===== config.mk =====
export PLATFORM = sky130hd
export DESIGN_NAME = spu_byte_unit
export DESIGN_NICKNAME = d
export VERILOG_FILES = /design/src/rtl/spu_pkg.sv /design/src/rtl/spu_byte_alu.sv /design/src/rtl/spu_byte_unit.sv
export SDC_FILE = /design/constraint.sdc
export NUM_CORES = 2
export LEC_CHECK = 0
export ABC_AREA = 1
export BUFFER_PORTS_ARGS = -buffer_cell sky130_fd_sc_hd__buf_2
export CAP_MARGIN = 20
export CORE_MARGIN = 3
export CORE_UTILIZATION = 45
export CTS_BUF_LIST = sky130_fd_sc_hd__clkbuf_8
export DETAILED_ROUTE_END_ITERATION = 16
export PLACE_DENSITY = 0.67
export REMOVE_ABC_BUFFERS = 1
export SLEW_MARGIN = 40
export SYNTH_ARGS = -nofsm -noshare
export SYNTH_HDL_FRONTEND = slang
export SYNTH_SLANG_ARGS = --single-unit

===== constraint.sdc =====
create_clock -name clk -period 3.7 [get_ports clk]
set_input_delay 0.74 -clock clk [delete_from_list [all_inputs] [get_ports clk]]
set_output_delay 0.74 -clock clk [all_outputs]
set_load 0.02 [all_outputs]

===== src/rtl/spu_pkg.sv =====
// Shared definitions for the SPU byte pipe: RR opcodes, format codes and the
// decoded operation kind handed from the issue decode to the byte ALU.
package spu_pkg;

  localparam logic [0:10] OP_NOP   = 11'b00000000000;
  localparam logic [0:10] OP_CNTB  = 11'b01010110100;
  localparam logic [0:10] OP_AVGB  = 11'b00011010011;
  localparam logic [0:10] OP_ABSDB = 11'b00001010011;
  localparam logic [0:10] OP_SUMB  = 11'b01001010011;

  localparam logic [2:0] FMT_RR  = 3'd0;
  localparam logic [2:0] FMT_RRR = 3'd1;
  localparam logic [2:0] FMT_RI  = 3'd2;

  typedef enum logic [2:0] {
    KIND_NONE,
    KIND_CNTB,
    KIND_AVGB,
    KIND_ABSDB,
    KIND_SUMB
  } op_kind_e;

  // Anything that is not one of the four RR byte ops decodes to KIND_NONE,
  // which the pipe turns into a bubble.
  function automatic op_kind_e decode_op(input logic [2:0] fmt, input logic [0:10] opc);
    op_kind_e kind;
    kind = KIND_NONE;
    if (fmt == FMT_RR) begin
      case (opc)
        OP_CNTB:  kind = KIND_CNTB;
        OP_AVGB:  kind = KIND_AVGB;
        OP_ABSDB: kind = KIND_ABSDB;
        OP_SUMB:  kind = KIND_SUMB;
        default:  kind = KIND_NONE;
      endcase
    end
    return kind;
  endfunction

endpackage


===== src/rtl/spu_byte_alu.sv =====
// Combinational byte ALU: per-byte cntb/avgb/absdb and per-word sumb, picked
// by the decoded operation kind.
module spu_byte_alu
  import spu_pkg::*;
#(
  parameter int WIDTH = 128
) (
  input  op_kind_e          kind,
  input  logic [WIDTH-1:0]  ra,
  input  logic [WIDTH-1:0]  rb,
  output logic [WIDTH-1:0]  result
);

  localparam int BYTES = WIDTH / 8;
  localparam int WORDS = WIDTH / 32;

  logic [WIDTH-1:0] cnt_vec;
  logic [WIDTH-1:0] avg_vec;
  logic [WIDTH-1:0] absd_vec;
  logic [WIDTH-1:0] sum_vec;

  genvar gi;

  for (gi = 0; gi < BYTES; gi++) begin : gen_byte
    logic [7:0] a_byte;
    logic [7:0] b_byte;
    logic [3:0] ones;

    assign a_byte = ra[8*gi +: 8];
    assign b_byte = rb[8*gi +: 8];

    always_comb begin
      ones = '0;
      for (int i = 0; i < 8; i++) begin
        ones = ones + {3'b000, a_byte[i]};
      end
    end

    assign cnt_vec[8*gi +: 8]  = {4'b0000, ones};
    // (a+b+1)>>1 rewritten as halves plus the rounding bit; never exceeds 8 bits.
    assign avg_vec[8*gi +: 8]  = (a_byte >> 1) + (b_byte >> 1) + {7'b0, a_byte[0] | b_byte[0]};
    assign absd_vec[8*gi +: 8] = (a_byte > b_byte) ? (a_byte - b_byte) : (b_byte - a_byte);
  end

  for (gi = 0; gi < WORDS; gi++) begin : gen_word
    logic [9:0] sum_a;
    logic [9:0] sum_b;

    assign sum_a = {2'b00, ra[32*gi+31 -: 8]} + {2'b00, ra[32*gi+23 -: 8]}
                 + {2'b00, ra[32*gi+15 -: 8]} + {2'b00, ra[32*gi+7 -: 8]};
    assign sum_b = {2'b00, rb[32*gi+31 -: 8]} + {2'b00, rb[32*gi+23 -: 8]}
                 + {2'b00, rb[32*gi+15 -: 8]} + {2'b00, rb[32*gi+7 -: 8]};
    // Upper halfword carries the rb sum, lower halfword the ra sum.
    assign sum_vec[32*gi +: 32] = {6'b000000, sum_b, 6'b000000, sum_a};
  end

  always_comb begin
    result = '0;
    case (kind)
      KIND_CNTB:  result = cnt_vec;
      KIND_AVGB:  result = avg_vec;
      KIND_ABSDB: result = absd_vec;
      KIND_SUMB:  result = sum_vec;
      default:    result = '0;
    endcase
  end

endmodule


===== src/rtl/spu_byte_unit.sv =====
// SPU byte execution pipe: issue decode, LATENCY-1 forwarded result stages,
// a final hand-off register and the write-back port, with branch-flush squash.
module spu_byte_unit
  import spu_pkg::*;
#(
  parameter int WIDTH   = 128,
  parameter int LATENCY = 4,
  parameter int ADDR_W  = 7
) (
  input  logic                          clk,
  input  logic                          reset,
  input  logic [0:10]                   op,
  input  logic [2:0]                    format,
  input  logic [ADDR_W-1:0]             rt_addr,
  input  logic [WIDTH-1:0]              ra,
  input  logic [WIDTH-1:0]              rb,
  input  logic                          reg_write,
  input  logic                          flush,
  output logic [WIDTH-1:0]              rt_wb,
  output logic [ADDR_W-1:0]             rt_addr_wb,
  output logic                          reg_write_wb,
  output logic [(LATENCY-1)*WIDTH-1:0]  fwd_rt,
  output logic [(LATENCY-1)*ADDR_W-1:0] fwd_addr,
  output logic [LATENCY-2:0]            fwd_valid
);

  localparam int STAGES = LATENCY - 1;

  typedef struct packed {
    logic [WIDTH-1:0]  value;
    logic [ADDR_W-1:0] addr;
    logic              valid;
  } stage_t;

  op_kind_e         kind;
  logic [WIDTH-1:0] alu_result;
  stage_t           issue_stage;
  stage_t           stage_reg [STAGES];
  stage_t           tail_reg;

  assign kind = decode_op(format, op);

  spu_byte_alu #(
    .WIDTH (WIDTH)
  ) u_alu (
    .kind   (kind),
    .ra     (ra),
    .rb     (rb),
    .result (alu_result)
  );

  always_comb begin
    issue_stage = '0;
    if (kind != KIND_NONE) begin
      issue_stage.value = alu_result;
      issue_stage.addr  = rt_addr;
      issue_stage.valid = reg_write;
    end
  end

  genvar gi;

  for (gi = 0; gi < STAGES; gi++) begin : gen_stage
    stage_t stage_src;

    if (gi == 0) begin : gen_head
      assign stage_src = issue_stage;
    end else begin : gen_link
      assign stage_src = stage_reg[gi-1];
    end

    // A flush only kills the valid bit; value and address keep flowing.
    always_ff @(posedge clk) begin
      if (reset) begin
        stage_reg[gi] <= '0;
      end else begin
        stage_reg[gi] <= stage_src;
        if (flush) begin
          stage_reg[gi].valid <= 1'b0;
        end
      end
    end

    assign fwd_rt[gi*WIDTH +: WIDTH]     = stage_reg[gi].value;
    assign fwd_addr[gi*ADDR_W +: ADDR_W] = stage_reg[gi].addr;
    assign fwd_valid[gi]                 = stage_reg[gi].valid;
  end

  // The tail slot sits between the last forwarded stage and write-back so
  // that an instruction issued at edge N writes back at edge N+LATENCY.
  always_ff @(posedge clk) begin
    if (reset) begin
      tail_reg     <= '0;
      rt_wb        <= '0;
      rt_addr_wb   <= '0;
      reg_write_wb <= 1'b0;
    end else begin
      tail_reg <= stage_reg[STAGES-1];
      if (flush) begin
        tail_reg.valid <= 1'b0;
      end
      rt_wb        <= tail_reg.value;
      rt_addr_wb   <= tail_reg.addr;
      reg_write_wb <= tail_reg.valid & ~flush;
    end
  end

endmodule

[Word-level counts from Yosys, hierarchy flattened]
Memories as Yosys holds them, arrays and structs flattened.
Cells that the tools add are included.
Cells by class
  eq/ne operators: 8
  reductions and logical operators: 3
  shift operators: 0
  magnitude comparators: 16
  divide/modulo/power cells: 0
  $add $sub $neg: 200
  muxes and demuxes: 32
  bitwise gates (word level): 24
  multiply operators: 0
Operator list (count)
  $mux W136: 4
  $pmux W128 S4: 1
  $add A4 B1 Y4: 96
  $sub A8 B8 Y8: 32
  $add A7 B7 Y8: 16
  $add A8 B1 Y8: 16
  $gt A8 B8 Y1: 16
  $mux W8: 16
  $add A10 B8 Y10: 8
  $add A9 B8 Y10: 8
  $add A8 B8 Y9: 8
  $add A1 B1 Y2: 16
  $eq A11 B10 Y1 const B: 2
  $or A1 B1 Y1: 22
  $pmux W3 S4: 1
  $eq A11 B7 Y1 const B: 1
  $eq A11 B8 Y1 const B: 1
  $mux W1: 9
  $eq A3 B2 Y1 const B: 2
  $eq A3 B1 Y1 const B: 1
  $eq A3 B3 Y1 const B: 1
  $logic_not A3 Y1: 1
  $mux W3: 1
  $reduce_bool A3 Y1: 1
  3 further kinds: 3
Storage, ports and cells
  RAM bits: 408
  latch bits: 0
  bits in read-only memories: 0
  output and inout bits: 544
  memories: 1
  bits of input ports: 281
  flip-flop bits (word level): 272
  word-level logic and storage cells: 290
Memory list
  stage_reg: words 3, width 136, rd ports 3, clocked after Yosys merged registers in 0, write ports 3, line spu_byte_unit.sv:38  | stage_t stage_reg [STAGES];

[Longest topological paths before layout]
  word-level depth: 11
  mapped depth: 17
  gate-level depth less buffers: 16

[Cells and area by module]
From an unflattened synthesis, not the netlist that was laid out.
Second synthesis, totals
  cells, all modules: 6857
  area total of the unflattened synthesis: 48326.3 um^2
Modules (own cells, without submodules)
  spu_byte_alu: area an instance 28618.7 um^2, instances 1, cells an instance 4697, sequential area each 0.0 um^2
  spu_byte_unit: area an instance 19707.7 um^2, instances 1, cells an instance 2160, sequential area each 13623.1 um^2

[Worst setup path before layout]
No wires, ideal clock.
  path type: input -> register
  start point: in ra[120]
  end point: mem stage_reg[0][129] in the netlist's numbering
  setup slack: 0.315 ns
  setup time: 0.057 ns
  data required time: 3.643 ns
  buffers on the path: 0
  cell stages on the path: 11
  arrival: 3.328 ns
  cells stage by stage: ha_1 inv_1 fa_1 fa_1 fa_1 fa_1 or2_2 nand2_1 nand3b_1 nand2_1 inv_1
RTL lines
  from (decl): line spu_byte_unit.sv:15  | input logic [WIDTH-1:0] ra,
  to (decl): line spu_byte_unit.sv:38

==> results.tsv <==
metric	value	unit
grt_max_degree	157	
synth_cells	6358	
drc_errors	0	
layout_min_cycle_time	2.96	ns
cp.required	4.42	ns
vias_per_cell	4.87	
vias	42200	
ys.flop_type	dfxtp_1	
root_buffer	clkbuf_8	
io_pins	825	
worst-slew-pin-transition	0.748	ns
start_util	0.455	
synth_edf_count	1	
final_net_count	8207	
grt_pass1_vias	40700	
clk_latency	0.79	ns
final-setup-viol-count	0	
overflow	0	
dpl_worst_slack	-0.0380	ns
track_usage	0.284	
ctsLongestPathBuffers	3	
slew_headroom	0.501	
ant_nets	0	
status	finished clean	
wl	154	mm
fin_setup_tns	0	ns
cts_resized	0	
dp_hpwl	125	mm
dr.first_iter.drc_count	2915	
crit_type	input pin to flip-flop	
gp_congestion	1.00	
ys_warn_count	0	
drt_first_pass_iters	6	
cp-end-kind	flip-flop	
syn_area_per_cell	7.20	sq um
finalHoldViolCount	0	
power_density	363	nW/um^2
ys_ff_latch	680	
holdBufCountCts	0	
synth_area_leader_cell	dfxtp_1	
synth_top_area_frac	0.297	
maxCapViolCount	0	
arrival	3.68	ns
cts.sinks	680	
fin_ws	0.740	ns
max_freq	338	MHz
rows	116	
cts_tree	built	
synth.area.top_cells	dfxtp_1, ha_1, inv_1, fa_1, nand2_1	
wl_per_cell	17.8	microns
htree_levels	3	
synthDistinctLibCells	39	
drv_slew	0	
syn_to_final_growth	17.7	%
grt_pass1_wl	235	mm
r2r_slack	2.82	ns
die_h	325	microns
hold_class	input pin to flip-flop	
path_clk_slew	0.07	ns
largest_reg_flops	408	
cts_made_buffers	111	
coreArea	101000	sq um
rsz0062_at_grt	no	
cp-start-kind	input pin	
min_period_over_period	0.800	
final_cell_mix	inv_1, nand2_1, buf_2	
cts_setup_buffers	0	
final_util	0.536	
fin_skew	0.0433	ns
die_area	106000	sq um
p_leak	0.0288	uW
vdd_ir_drop_max	0.322	mV
drive_gt1_frac	0.156	
port-buffer-count	824	
synthesis.area	45800	sq um
synthArstFlopShare	0	
antenna_found_initial	28	
die_x	325	microns
synth_seq_area_share	0.297	
final_common_cell	inv_1	
crit_fanout	2	
metal layers:
metal,up-vias,global-route usage,part of all wire,wire (microns)
li1,20800,-,-,-
met1,19500,0.358,0.42,64300
met2,1635,0.476,0.47,72300
met3,324,0.0480,0.070,10800
met4,6,0.129,0.045,7030
met5,-,0,0.00022,34
area by class of cell:
type	count	area (sq um)
Antenna cell	24	60.1
Clock buffer	136	1870
Clock inverter	64	429
Fill cell	10100	46700
Inverter	1547	5810
Multi-Input combinational cell	3947	25500
Sequential cell	680	13600
Tap cell	1357	1700
Timing Repair Buffer	911	4910
final timing paths:
kind,cells past startpoint,to,start
max,12,stage_reg[0][113],ra[104]
min,3,stage_reg[0][6],rt_addr[5]
max reg2reg,2,stage_reg[1][117],stage_reg[0][117]
min reg2reg,2,rt_wb[85],tail_reg[93]
where the power goes:
group | leakage [uW] | switching [uW] | internal (uW)
Clock | 0.00128 | 3170 | 3510
Sequential | 0.00548 | 0.345 | 7330
Combinational | 0.0220 | 3530 | 2060
kinds of logic after synthesis:
group,Yosys count,share of synthesized area
and+or+nand+nor,2621,0.240
buffers and inverters,1731,0.146
adders and majority gates,728,0.241
DFF,680,0.297
AOI/OAI and AO/OA,531,0.0636
xor gates and xnor gates,66,0.0126
other,1,0.0000819
cells in the mapped netlist, types with 42 or more instances:
master    count
a21oi_1     296
buf_2        89
clkbuf_1     73
dfxtp_1     679
fa_1        256
ha_1        472
inv_1      1542
nand2_1    1133
nand3_1     483
nand3b_1     42
nand4_1      87
nor2_1      821
o21ai_0     116
xor2_1       42
through the flow:
stage / hold WS (ns) / instances / power, uW / instance area [sq um]
after CTS: 0.0873 / 8642 / 19700 / 53900
after floorplan: 0.388 / 6174 / 11300 / 44900
after detailed placement: 0.393 / 8442 / 13000 / 51600
after global routing: 0.134 / 8657 / 20900 / 53900
after global placement: 0.388 / 8442 / 12900 / 51600
final: 0.185 / 8666 / 19600 / 53900
critical path, cell delays in order:
cell and delay [ns]:
buf_2 0.13, ha_1 0.28, inv_1 0.12, fa_1 0.45, fa_1 0.46, fa_1 0.43, fa_1 0.48, or2_2 0.30
nand2_1 0.06, nand3b_1 0.10, nand2_1 0.06, inv_1 0.07
Power figures use the tool's default switching activity.
